[src/rtl/updown_count_if.sv]
// Control/datapath bundle between the up/down count controller, its driver and the
// external adder/subtractor.
interface updown_count_if #(parameter int WIDTH = 4);
    logic             en;
    logic             start;
    logic             stop;
    logic             dir_in;
    logic             bounce;
    logic             load;
    logic [WIDTH-1:0] load_val;
    logic [WIDTH-1:0] limit;
    logic [WIDTH-1:0] sum_in;
    logic [WIDTH-1:0] op_a;
    logic [WIDTH-1:0] op_b;
    logic             op_sel;
    logic [WIDTH-1:0] q;
    logic             busy;
    logic             wrap;
    logic             turn;

    modport master (
        output en, start, stop, dir_in, bounce, load, load_val, limit, sum_in,
        input  op_a, op_b, op_sel, q, busy, wrap, turn
    );

    modport slave (
        input  en, start, stop, dir_in, bounce, load, load_val, limit, sum_in,
        output op_a, op_b, op_sel, q, busy, wrap, turn
    );
endinterface

[src/rtl/updown_count_ctrl.sv]
// Sequential control for an external 4-bit adder/subtractor: count register, run/stop FSM,
// programmable upper limit, wrap or bounce at the ends, single-cycle wrap/turn pulses.
module updown_count_ctrl #(
    parameter int WIDTH = 4,
    parameter int STEP  = 1
) (
    input  logic          clk,
    input  logic          rst_n,
    updown_count_if.slave bus
);
    localparam logic [1:0] IDLE = 2'd0;
    localparam logic [1:0] UP   = 2'd1;
    localparam logic [1:0] DOWN = 2'd2;

    localparam logic [WIDTH-1:0] STEP_W  = WIDTH'(STEP);
    localparam logic [WIDTH:0]   STEP_W1 = (WIDTH+1)'(STEP);

    logic [1:0]       state;
    logic [WIDTH-1:0] q;
    logic             wrap;
    logic             turn;
    logic             up_term;
    logic             dn_term;

    // Extra bit so q + STEP cannot overflow and q > limit also reads as terminal.
    assign up_term = ({1'b0, q} + STEP_W1) > {1'b0, bus.limit};
    assign dn_term = q < STEP_W;

    assign bus.op_a   = q;
    assign bus.op_b   = STEP_W;
    assign bus.op_sel = (state == DOWN);
    assign bus.q      = q;
    assign bus.busy   = (state == UP) || (state == DOWN);
    assign bus.wrap   = wrap;
    assign bus.turn   = turn;

    always_ff @(posedge clk) begin
        if (!rst_n) begin
            state <= IDLE;
            q     <= '0;
            wrap  <= 1'b0;
            turn  <= 1'b0;
        end else begin
            wrap <= 1'b0;
            turn <= 1'b0;
            if (bus.en) begin
                if (bus.load) begin
                    q <= bus.load_val;
                end else if (bus.stop) begin
                    state <= IDLE;
                end else if (state == IDLE) begin
                    if (bus.start)
                        state <= bus.dir_in ? DOWN : UP;
                end else if ((state == UP && up_term) || (state == DOWN && dn_term)) begin
                    // At an end: sum_in is not trusted here, the end value is chosen locally.
                    if (bus.bounce) begin
                        state <= (state == UP) ? DOWN : UP;
                        turn  <= 1'b1;
                    end else begin
                        q    <= (state == UP) ? '0 : bus.limit;
                        wrap <= 1'b1;
                    end
                end else begin
                    q <= bus.sum_in;
                end
            end
        end
    end
endmodule

[src/flat_wrapper.sv]
// flat-port wrapper written by rule: the top's interface ports become plain ports
module updown_count_ctrl_flat 
#(
    parameter int WIDTH = 4,
    parameter int STEP  = 1
)
  (clk, rst_n, bus_en, bus_start, bus_stop, bus_dir_in, bus_bounce, bus_load, bus_load_val, bus_limit, bus_sum_in, bus_op_a, bus_op_b, bus_op_sel, bus_q, bus_busy, bus_wrap, bus_turn);
  updown_count_if #(.WIDTH(WIDTH)) bus_i ();
  input  logic clk;
  input  logic rst_n;
  input wire logic [$bits(bus_i.en)-1:0] bus_en;
  input wire logic [$bits(bus_i.start)-1:0] bus_start;
  input wire logic [$bits(bus_i.stop)-1:0] bus_stop;
  input wire logic [$bits(bus_i.dir_in)-1:0] bus_dir_in;
  input wire logic [$bits(bus_i.bounce)-1:0] bus_bounce;
  input wire logic [$bits(bus_i.load)-1:0] bus_load;
  input wire logic [$bits(bus_i.load_val)-1:0] bus_load_val;
  input wire logic [$bits(bus_i.limit)-1:0] bus_limit;
  input wire logic [$bits(bus_i.sum_in)-1:0] bus_sum_in;
  output wire logic [$bits(bus_i.op_a)-1:0] bus_op_a;
  output wire logic [$bits(bus_i.op_b)-1:0] bus_op_b;
  output wire logic [$bits(bus_i.op_sel)-1:0] bus_op_sel;
  output wire logic [$bits(bus_i.q)-1:0] bus_q;
  output wire logic [$bits(bus_i.busy)-1:0] bus_busy;
  output wire logic [$bits(bus_i.wrap)-1:0] bus_wrap;
  output wire logic [$bits(bus_i.turn)-1:0] bus_turn;
  assign bus_i.en = bus_en;
  assign bus_i.start = bus_start;
  assign bus_i.stop = bus_stop;
  assign bus_i.dir_in = bus_dir_in;
  assign bus_i.bounce = bus_bounce;
  assign bus_i.load = bus_load;
  assign bus_i.load_val = bus_load_val;
  assign bus_i.limit = bus_limit;
  assign bus_i.sum_in = bus_sum_in;
  assign bus_op_a = bus_i.op_a;
  assign bus_op_b = bus_i.op_b;
  assign bus_op_sel = bus_i.op_sel;
  assign bus_q = bus_i.q;
  assign bus_busy = bus_i.busy;
  assign bus_wrap = bus_i.wrap;
  assign bus_turn = bus_i.turn;
  updown_count_ctrl #(.WIDTH(WIDTH), .STEP(STEP)) u_core (.clk(clk), .rst_n(rst_n), .bus(bus_i));
endmodule
[config.mk]
export PLATFORM = sky130hd
export DESIGN_NAME = updown_count_ctrl_flat
export DESIGN_NICKNAME = d
export VERILOG_FILES = /design/src/rtl/updown_count_if.sv /design/src/rtl/updown_count_ctrl.sv /design/src/flat_wrapper.sv
export SDC_FILE = /design/constraint.sdc
export NUM_CORES = 1
export LEC_CHECK = 0
export CORE_MARGIN = 2
export CORE_UTILIZATION = 40
export DETAILED_ROUTE_END_ITERATION = 12
export PLACE_DENSITY = 0.84
export SLEW_MARGIN = 10
export SYNTH_ARGS = -nofsm -noshare
export SYNTH_HDL_FRONTEND = slang
export SYNTH_SLANG_ARGS = --single-unit
export TNS_END_PERCENT = 30
[constraint.sdc]
create_clock -name clk -period 4.85 [get_ports clk]
set_input_delay 0.485 -clock clk [delete_from_list [all_inputs] [get_ports clk]]
set_output_delay 0.485 -clock clk [all_outputs]
set_load 0.05 [all_outputs]
Word-level counts from Yosys, hierarchy flattened

Cells that the tools add are included.

Bits in registers: 8
Bits in latches: 0
RAM bits: 0
Bits in read-only memories: 0
Bits of input ports: 20
Output and inout port bits: 16
Memories: 0

Add/sub/neg operators: 1
Multiply operators: 0
Divide/modulo/power cells: 0
Magnitude comparators: 2
Eq/ne operators: 6
Shifts and indexed selects: 0
Multiplexer cells: 15
Bitwise operators: 4
Reduce and logical (&&, ||, !) cells: 10

Operator list:

| kind                                                                         | count |
|---|---|
| 4-bit 2-to-1 mux                                                             | 6 |
| 2-bit 2-to-1 mux                                                             | 7 |
| 3-bit inequality test, second input constant                                 | 2 |
| 3-bit nonzero test                                                           | 2 |
| 6-bit OR reduction                                                           | 1 |
| 4-bit by 1-bit adder with 5-bit output, second input constant                | 1 |
| 5-bit by 4-bit > comparator with 1-bit output                                | 1 |
| 5-bit AND reduction                                                          | 1 |
| 4-bit by 1-bit less-than comparator with 1-bit output, second input constant | 1 |
| 1-bit inverter                                                               | 4 |
| 4-bit AND reduction                                                          | 1 |
| 2-bit by 1-bit == test with 1-bit output, second input constant              | 1 |
| 2-bit == test, second input constant                                         | 1 |
| 1-bit logical AND                                                            | 2 |
| 2-bit zero test                                                              | 1 |
| 1-bit logical OR                                                             | 2 |
| 1-bit 2-to-1 mux                                                             | 2 |
| 2-bit by 1-bit inequality test with 1-bit output, second input constant      | 1 |
| 2-bit inequality test, second input constant                                 | 1 |

Depth between registers and ports, before layout

Gate-level depths: netlist (run 1).

Depth after elaboration: 8
Mapped depth: 8

Worst setup path before layout (run 1)

No wires, ideal clock.

Path type: flip-flop to flip-flop
Start point: reg u_core.q[0], in the netlist u_core.bus.op_a[0]
End point: reg u_core.q[0], in the netlist u_core.bus.op_a[0]
Arrival: 2.572 ns
Required time: 4.729 ns
Path slack: 2.156 ns
Cell stages (with the launch flop): 9
Buffers on the path: 0
Cell sequence: dfxtp_1 ha_1 xor2_1 ha_1 a21o_1 a211oi_2 a22oi_2 a31oi_4 mux2_4

Cells in the longest elaborated chain, start to end: 8
Elaborated cells on any way between the ends: 12

Ends and longest elaborated chain:

| item                                          | RTL line                | text |
|---|---|---|
| start, declared                               | updown_count_ctrl.sv:19 | `logic [WIDTH-1:0] q;` |
| start signal, assigned                        | updown_count_ctrl.sv:48 | `q <= bus.load_val;` |
| start signal, assigned                        | updown_count_ctrl.sv:60 | `q <= (state == UP) ? '0 : bus.limit;` |
| start signal, assigned                        | updown_count_ctrl.sv:64 | `q <= bus.sum_in;` |
| 4-bit by 1-bit adder with 5-bit output        | updown_count_ctrl.sv:26 | `assign up_term = ({1'b0, q} + STEP_W1) > {1'b0, bus.limit};` |
| 5-bit by 4-bit > comparator with 1-bit output | updown_count_ctrl.sv:26 |  |
| 1-bit logical AND                             | updown_count_ctrl.sv:54 | `end else if ((state == UP && up_term) \|\| (state == DOWN && dn_term)) begin` |
| 1-bit logical OR *                            | updown_count_ctrl.sv:54 |  |
| 4-bit 2-to-1 mux                              | updown_count_ctrl.sv:54 |  |
| 4-bit 2-to-1 mux                              | updown_count_ctrl.sv:51 | `end else if (state == IDLE) begin` |
| 4-bit 2-to-1 mux                              | updown_count_ctrl.sv:49 | `end else if (bus.stop) begin` |
| 4-bit 2-to-1 mux                              | updown_count_ctrl.sv:47 | `if (bus.load) begin` |

Mark *: on every way between the ends. The rest lies on a longest branch, timed or not. The select of a mux whose other input is x is not followed.
A chain may end at the register's enable or synchronous reset.

Worst setup path after layout (run 1)

Start point: reg u_core.q[0], in the netlist u_core.bus.op_a[0]
End point: reg u_core.q[2], in the netlist u_core.bus.op_a[2]

The elaborated chain is that of the path after synthesis.

==> summary.txt, run 1 <==
Run status
  – Outcome: finished clean

Route
  – Drt first pass iters: 4
  – Iter 0 DRT Violations: 8
  – Avg WL per Cell: 13.47 microns
  – Final wirelength: 2.020 mm
  – DR vias: 769
  – Post-DRT Antenna Nets: 0
  – DR vias/cell: 5.127
  – Residual DRC: 0

Global route
  – Total track usage: 0.1850
  – First-pass GRT wire length: 3.505 mm
  – Largest net degree at the start of global routing: 9
  – Vias in the first global route: 786
  – Initial antenna violation count: 0
  – Grt ovf: 0

Pwr
  – Comb pwr share: 0.428
  – Peak supply drop: 0.0001331 V
  – Clock Power Share: 0.234
  – Sw Share: 0.3657
  – Internal power: 137.8 uW
  – Pwr dens: 188.0 mW/mm^2
  – Leak: 0.4844 nW
  – Psw: 79.41 uW
  – Sequential Power Share: 0.338

Finish
  – Cell area after layout: 0.001155 sq mm
  – Ant. Diodes: 0
  – Synthesis-to-layout area growth: 35.54%
  – Fin nets: 154
  – Share of cells above drive strength 1: 0.1463
  – Util after Layout: 0.5827

Yosys
  – Mapped cell area: 852.1 sq um
  – Ys Warns: 0
  – Synth top area cells: dfxtp_1 19%, ha_1 13%, buf_4 7.0%
  – EDFF count, synth: 0
  – Post-synth top area share: 0.1880
  – Syn avg cell area: 8.876 sq um
  – Largest area contributor in the netlist: dfxtp_1
  – Dominant register cell in the synthesized netlist: dfxtp_1
  – Mapped Cells: 96
  – Most frequent cell after synthesis: inv_1
  – Post-synthesis sequential area ratio: 0.1880
  – Yosys reg bits: 8
  – Async SR Flop Fraction: 0
  – Commonest cells post-synth: 10 x inv_1, 9 x ha_1, 8 x buf_4, 8 x dfxtp_1, 6 x nor2_1
  – Synth cell types: 35

STA
  – Slew HR: 0.6679
  – Max Freq: 395.3 MHz
  – Setup ws final: 2320 ps
  – Worst clock skew: 2.030 ps
  – Period minus WS final: 2530 ps
  – Final Hold Fails: 0
  – Setup TNS: 0 ps
  – Final Cycle Share: 0.5217
  – Pins over their slew limit: 0
  – RSZ-0062 raised after global routing: no
  – Pin slew with the least headroom to its limit: 496.5 ps
  – Final setup fails: 0

Die
  – Die area: 0.002516 sq mm
  – Core Footprint: 0.001982 sq mm
  – Num ports: 36
  – Core Rows: 16
  – Die width: 50.16 microns
  – Die Y: 50.16 microns
  – Initial Utilization: 0.4299

Worst setup path
  – Buffers plus inverters on the worst setup path: 0
  – Crit Path Class: flop to flop
  – Setup crit end kind: flop
  – CP top delay family: compound AO/OA/AOI/OAI gates
  – Worst Setup Start Kind: flop
  – Arrival time at the worst endpoint: 2670 ps
  – CP max stage delay: 450 ps
  – Critical path fanouts, max: 6
  – Slowest CP cell: dfxtp_1
  – Most used cell, CP: ha_1
  – Worst path required time: 4990 ps
  – Cell Chain, Critical Path: ha_1 > xor2_1 > ha_1 > a21o_1 > a211oi_2 > a22oi_2 > a31oi_4 > mux2_4

Clock network
  – Clk pin slew, worst setup/hold paths: 50 ps
  – CTS buffer count: 3
  – CTS tree: done
  – CTS H-tree depth: 1
  – CTS root buf: clkbuf_4
  – Clock Path Buffers: 2
  – Clk sink count: 8
  – Post-CTS Hold Fix Bufs: 0
  – Skew-Pair Late Insertion Delay: 260 ps
  – CTS-repair resized insts: 0
  – Post-CTS Setup Inserts: 0

Job
  – Max Cap Violations: 0

Placed design
  – # port buffers: 31
  – Post-DP HPWL: 1.679 mm
  – Worst slack, placed: 2121 ps
  – Gp weighted congestion: 0.8200
  – Cell Area, Placed: 0.001132 sq mm

Hold path
  – Classification of the worst-slack hold path: flop to flop
-- worst reg2reg max path, cell delays in order (launching register included) --
cell and delay [ps]:
dfxtp_1 450, ha_1 270, xor2_1 160, ha_1 270, a21o_1 200, a211oi_2 330
a22oi_2 130, a31oi_4 300, mux2_4 330
-- per-stage QoR --
step | cells | power (mW) | hold slack (ps)
after detailed placement | 147 | 0.1677 | 489.8
after floorplan | 98 | 0.1384 | 460.7
final | 150 | 0.2172 | 493.2
after global placement | 147 | 0.1659 | 476.3
after CTS | 150 | 0.2206 | 497.4
after global routing | 150 | 0.2318 | 511.2
-- power groups by stage --
| stage | Combinational (mW) | Clock (mW) | Sequential (mW) |
|---|---|---|---|
| 6_report | 0.0929 | 0.0508 | 0.0735 |
| 5_1_grt | 0.100 | 0.0579 | 0.0739 |
| 3_5_place_dp | 0.0928 | 0 | 0.0749 |
| 3_3_place_gp | 0.0913 | 0 | 0.0746 |
| 2_1_floorplan | 0.0572 | 0 | 0.0812 |
| 4_1_cts | 0.0934 | 0.0538 | 0.0734 |
-- layout by cell type, fill, tap and decap left out, drive strengths merged, types with 2 or more instances in the layout --
| master | instances |
|---|---|
| o21ai | 6 |
| nor3 | 5 |
| dfxtp | 8 |
| and3 | 2 |
| a211o | 3 |
| a211oi | 2 |
| clkbuf | 3 |
| conb | 4 |
| mux2 | 4 |
| inv | 10 |
| ha | 9 |
| nand2b | 2 |
| a21o | 2 |
| a21oi | 3 |
| a221oi | 4 |
| and2 | 4 |
| nand3 | 4 |
| clkdlybuf4s50 | 31 |
| nor2 | 6 |
-- layer usage --
metal	vias up	GRT usage	routed length [microns]	share of wire
met4	0	0.05556	23	0.011
li1	388	-	-	-
met3	5	0.06548	136	0.067
met1	346	0.2152	871	0.43
met5	-	0	0	0
met2	30	0.3158	989	0.49
-- state kept, by name (all words and copies together) (netlist names) --
signal,flops
u_core.bus.wrap,1
u_core.state,2
u_core.bus.turn,1
u_core.bus.op_a,4
-- final cells by class --
type,count,area (sq um)
clock buffers,3,22.52
multi-input cells,71,590.6
repair buffers,31,310.3
fillers,182,827.0
inverters,10,37.54
well taps,27,33.78
flip-flops and latches,8,160.2
-- cells by family (layout without fill, tap and decap cells) --
group / after synthesis / after routing / share of synthesized area
adders and majority gates: 9 / 9 / 0.1322
and+or+nand+nor: 27 / 27 / 0.1938
other: 2 / 4 / 0.008814
DFF: 8 / 8 / 0.1880
AOI/OAI and AO/OA: 24 / 24 / 0.2467
xor gates and xnor gates: 2 / 2 / 0.02056
buffers and inverters: 19 / 44 / 0.1278
muxes: 5 / 5 / 0.08224
-- path summary, 6_finish.rpt --
check	from	end	slack, ps	cells past startpoint
setup / recovery	u_core.bus.op_a[0]$_SDFFE_PN0P_	u_core.bus.op_a[2]$_SDFFE_PN0P_	2320	8
hold / removal	u_core.state[0]$_SDFFE_PN0P_	u_core.state[0]$_SDFFE_PN0P_	490	2
setup reg to reg	u_core.bus.op_a[0]$_SDFFE_PN0P_	u_core.bus.op_a[2]$_SDFFE_PN0P_	2320	8
hold reg to reg	u_core.state[0]$_SDFFE_PN0P_	u_core.state[0]$_SDFFE_PN0P_	490	2
Power figures use the tool's default switching activity.
==> inputs of run 2 (changes only) <==
--- a/config.mk
+++ b/config.mk
@@ -6,7 +6,7 @@
 export NUM_CORES = 1
 export LEC_CHECK = 0
 export CORE_MARGIN = 2
-export CORE_UTILIZATION = 40
+export CORE_UTILIZATION = 38
 export DETAILED_ROUTE_END_ITERATION = 12
 export PLACE_DENSITY = 0.84
 export SLEW_MARGIN = 10
==> constraint.sdc (replaced) <==
create_clock -name clk -period 2.3 [get_ports clk]
set_input_delay 0.23 -clock clk [delete_from_list [all_inputs] [get_ports clk]]
set_output_delay 0.23 -clock clk [all_outputs]
set_load 0.05 [all_outputs]
==> run 2 against run 1 <==
  * Clock skew increased by 6.4 ps
  * Routed wire length increased by 14%
  * Critical path type unchanged
  * Cell area increased by 7.6%
  * Global-route usage increased by 0.32 points
==> summary.txt, run 2 (synthesis gave the netlist of run 1 again) <==
Run status
  – Outcome: finished clean (unchanged)

Clock network
  – CTS buffer count: 3 (unchanged)
  – CTS tree: done (unchanged)
  – Post-CTS Hold Fix Bufs: 0 (unchanged)
  – Clock Path Buffers: 2 (unchanged)
  – CTS root buf: clkbuf_4 (unchanged)
  – Skew-Pair Late Insertion Delay: 260 ps (about the same)
  – Clk pin slew, worst setup/hold paths: 60 ps (was 50 ps)
  – CTS H-tree depth: 1 (unchanged)
  – Clk sink count: 8 (unchanged)

Placed design
  – # port buffers: 31 (unchanged)
  – Gp weighted congestion: 0.8056 (was 0.8200)
  – DP Cell Count: 153 (was 147)
  – Cell Area, Placed: 0.001194 sq mm (was 0.001132 sq mm)
  – Worst slack, placed: -69.18 ps (was 2121 ps)
  – Post-DP HPWL: 1.888 mm (was 1.679 mm)

Route
  – Drt first pass iters: 4 (unchanged)
  – Avg WL per Cell: 14.76 microns (was 13.47 microns)
  – DR vias: 807 (was 769)
  – Post-DRT Antenna Nets: 0 (unchanged)
  – Iter 0 DRT Violations: 7 (was 8)
  – Residual DRC: 0 (unchanged)
  – Final wirelength: 2.303 mm (was 2.020 mm)
  – DR vias/cell: 5.173 (was 5.127)

Finish
  – Fin nets: 159 (was 154)
  – Cell area after layout: 0.001242 sq mm (was 0.001155 sq mm)
  – Util after Layout: 0.5727 (was 0.5827)
  – Most common cell after layout, fill and taps aside: clkdlybuf4s50_1 (unchanged)
  – Layout fillers: 206 (was 182)
  – Ant. Diodes: 0 (unchanged)
  – Share of cells above drive strength 1: 0.2422 (was 0.1463)
  – Commonest non-fill, non-tap cells in the layout: 31 x clkdlybuf4s50_1, 10 x inv_1, 7 x ha_1, 6 x nor2_1 (was 31 x clkdlybuf4s50_1, 10 x inv_1, 9 x ha_1, 8 x dfxtp_1, 6 x nor2_1)
  – Max reg flops: 4 (unchanged)
  – Synthesis-to-layout area growth: 45.81% (was 35.54%)
  – Final non-filler cell total: 156 (was 150)

Pwr
  – Leak: 0.5083 nW (was 0.4844 nW)
  – Peak supply drop: 0.0002517 V (was 0.0001331 V)
  – Pwr dens: 389.3 mW/mm^2 (was 188.0 mW/mm^2)
  – Total power: 483.7 uW (was 217.2 uW)

Worst setup path
  – Slowest CP cell: dfxtp_4 (was dfxtp_1)
  – CP top delay family: compound AO/OA/AOI/OAI gates (unchanged)
  – Critical path fanouts, max: 5 (was 6)
  – Worst path required time: 2440 ps (was 4990 ps)
  – Crit Path Class: flop to flop (unchanged)
  – Arrival time at the worst endpoint: 2420 ps (was 2670 ps)
  – Setup crit end kind: flop (unchanged)
  – Worst Setup Start Kind: flop (unchanged)
  – Cell Chain, Critical Path: ha_4 > xor2_1 > ha_1 > a21o_1 > a211oi_2 > a22oi_2 > a31oi_4 > mux2_4 (was ha_1 > xor2_1 > ha_1 > a21o_1 > a211oi_2 > a22oi_2 > a31oi_4 > mux2_4)
  – CP max stage delay: 360 ps (was 450 ps)
  – Buffers plus inverters on the worst setup path: 0 (unchanged)

Global route
  – First-pass GRT wire length: 3.691 mm (was 3.505 mm)
  – Grt ovf: 0 (unchanged)
  – Initial antenna violation count: 0 (unchanged)
  – Largest net degree at the start of global routing: 9 (unchanged)
  – Vias in the first global route: 848 (was 786)
  – Total track usage: 0.1883 (was 0.1850)

STA
  – Pin slew with the least headroom to its limit: 501.2 ps (was 496.5 ps)
  – Pins over their slew limit: 0 (unchanged)
  – Worst clock skew: 8.452 ps (was 2.030 ps)
  – Final Cycle Share: 0.9884 (was 0.5217)
  – Final Hold Fails: 0 (unchanged)
  – Setup ws final: 26.75 ps (was 2320 ps)
  – RSZ-0062 raised after global routing: yes (was no)
  – Max Freq: 439.9 MHz (was 395.3 MHz)
  – Final setup fails: 0 (unchanged)
  – Setup TNS: 0 ps (unchanged)
  – Worst-case hold slack: 505.8 ps (was 493.2 ps)
  – Slew HR: 0.6648 (was 0.6679)
  – Period minus WS final: 2273 ps (was 2530 ps)

Die
  – Die area: 0.002637 sq mm (was 0.002516 sq mm)
  – Die Y: 51.35 microns (was 50.16 microns)
  – Initial Utilization: 0.3927 (was 0.4299)
  – Core Footprint: 0.002170 sq mm (was 0.001982 sq mm)
  – Die width: 51.35 microns (was 50.16 microns)
  – Core Rows: 17 (was 16)
  – Num ports: 36 (unchanged)

Hold path
  – Classification of the worst-slack hold path: flop to flop (unchanged)

Job
  – Max Cap Violations: 0 (unchanged)
==> run 2: changes by cell type in the layout (fill, tap and decap cells not counted), moves of 2 or more <==
cell     delta
dfxtp_4     +2
dfxtp_1     -4
ha_1        -2
dfxtp_2     +2
buf_4       +5
ha_4        +2
==> run 2: worst paths after layout <==
check	slack (ps)	from	endpoint	cells after the start
max	30	u_core.bus.op_a[1]$_SDFFE_PN0P_	u_core.bus.op_a[3]$_SDFFE_PN0P_	8
min	510	u_core.state[1]$_SDFFE_PN0P_	u_core.state[1]$_SDFFE_PN0P_	2
max reg2reg	30	u_core.bus.op_a[1]$_SDFFE_PN0P_	u_core.bus.op_a[3]$_SDFFE_PN0P_	8
min reg2reg	510	u_core.state[1]$_SDFFE_PN0P_	u_core.state[1]$_SDFFE_PN0P_	2
==> run 2: worst min-delay path: stages (launching register included) <==
cell,delay (ps)
dfxtp_1,330
nand3_1,80
a21oi_2,50
==> run 2: final cells by class <==
| class | instances | area (sq um) | share of cell area |
|---|---|---|---|
| inverters | 10 | 37.54 | 0.03021 |
| clock buffers | 3 | 22.52 | 0.01813 |
| multi-input cells | 71 | 629.4 | 0.5065 |
| well taps | 28 | 35.03 | 0.02820 |
| repair buffers | 36 | 347.8 | 0.2800 |
| flip-flops and latches | 8 | 170.2 | 0.1370 |
==> run 2: routing by layer <==
layer,wire length [microns],share of wire,vias to the layer above,GRT usage
met2,1216,0.53,37,0.3550
met5,0,0,-,0
met1,904,0.39,370,0.2082
li1,-,-,396,-
met3,151,0.066,4,0.03801
met4,31,0.013,0,0.06140
==> run 2: power breakdown <==
part | switching, mW | total [mW] | internal, mW
clock network | 0.0537 | 0.114 | 0.0601
registers | 0.00963 | 0.154 | 0.145
logic | 0.120 | 0.216 | 0.0961
==> run 2: timing repair <==
item / in CTS / in global routing
resized for setup: 1 / 3
endpoints found under the setup margin: 1 / 5
setup buffers: 0 / 0
pin swaps: 0 / 2
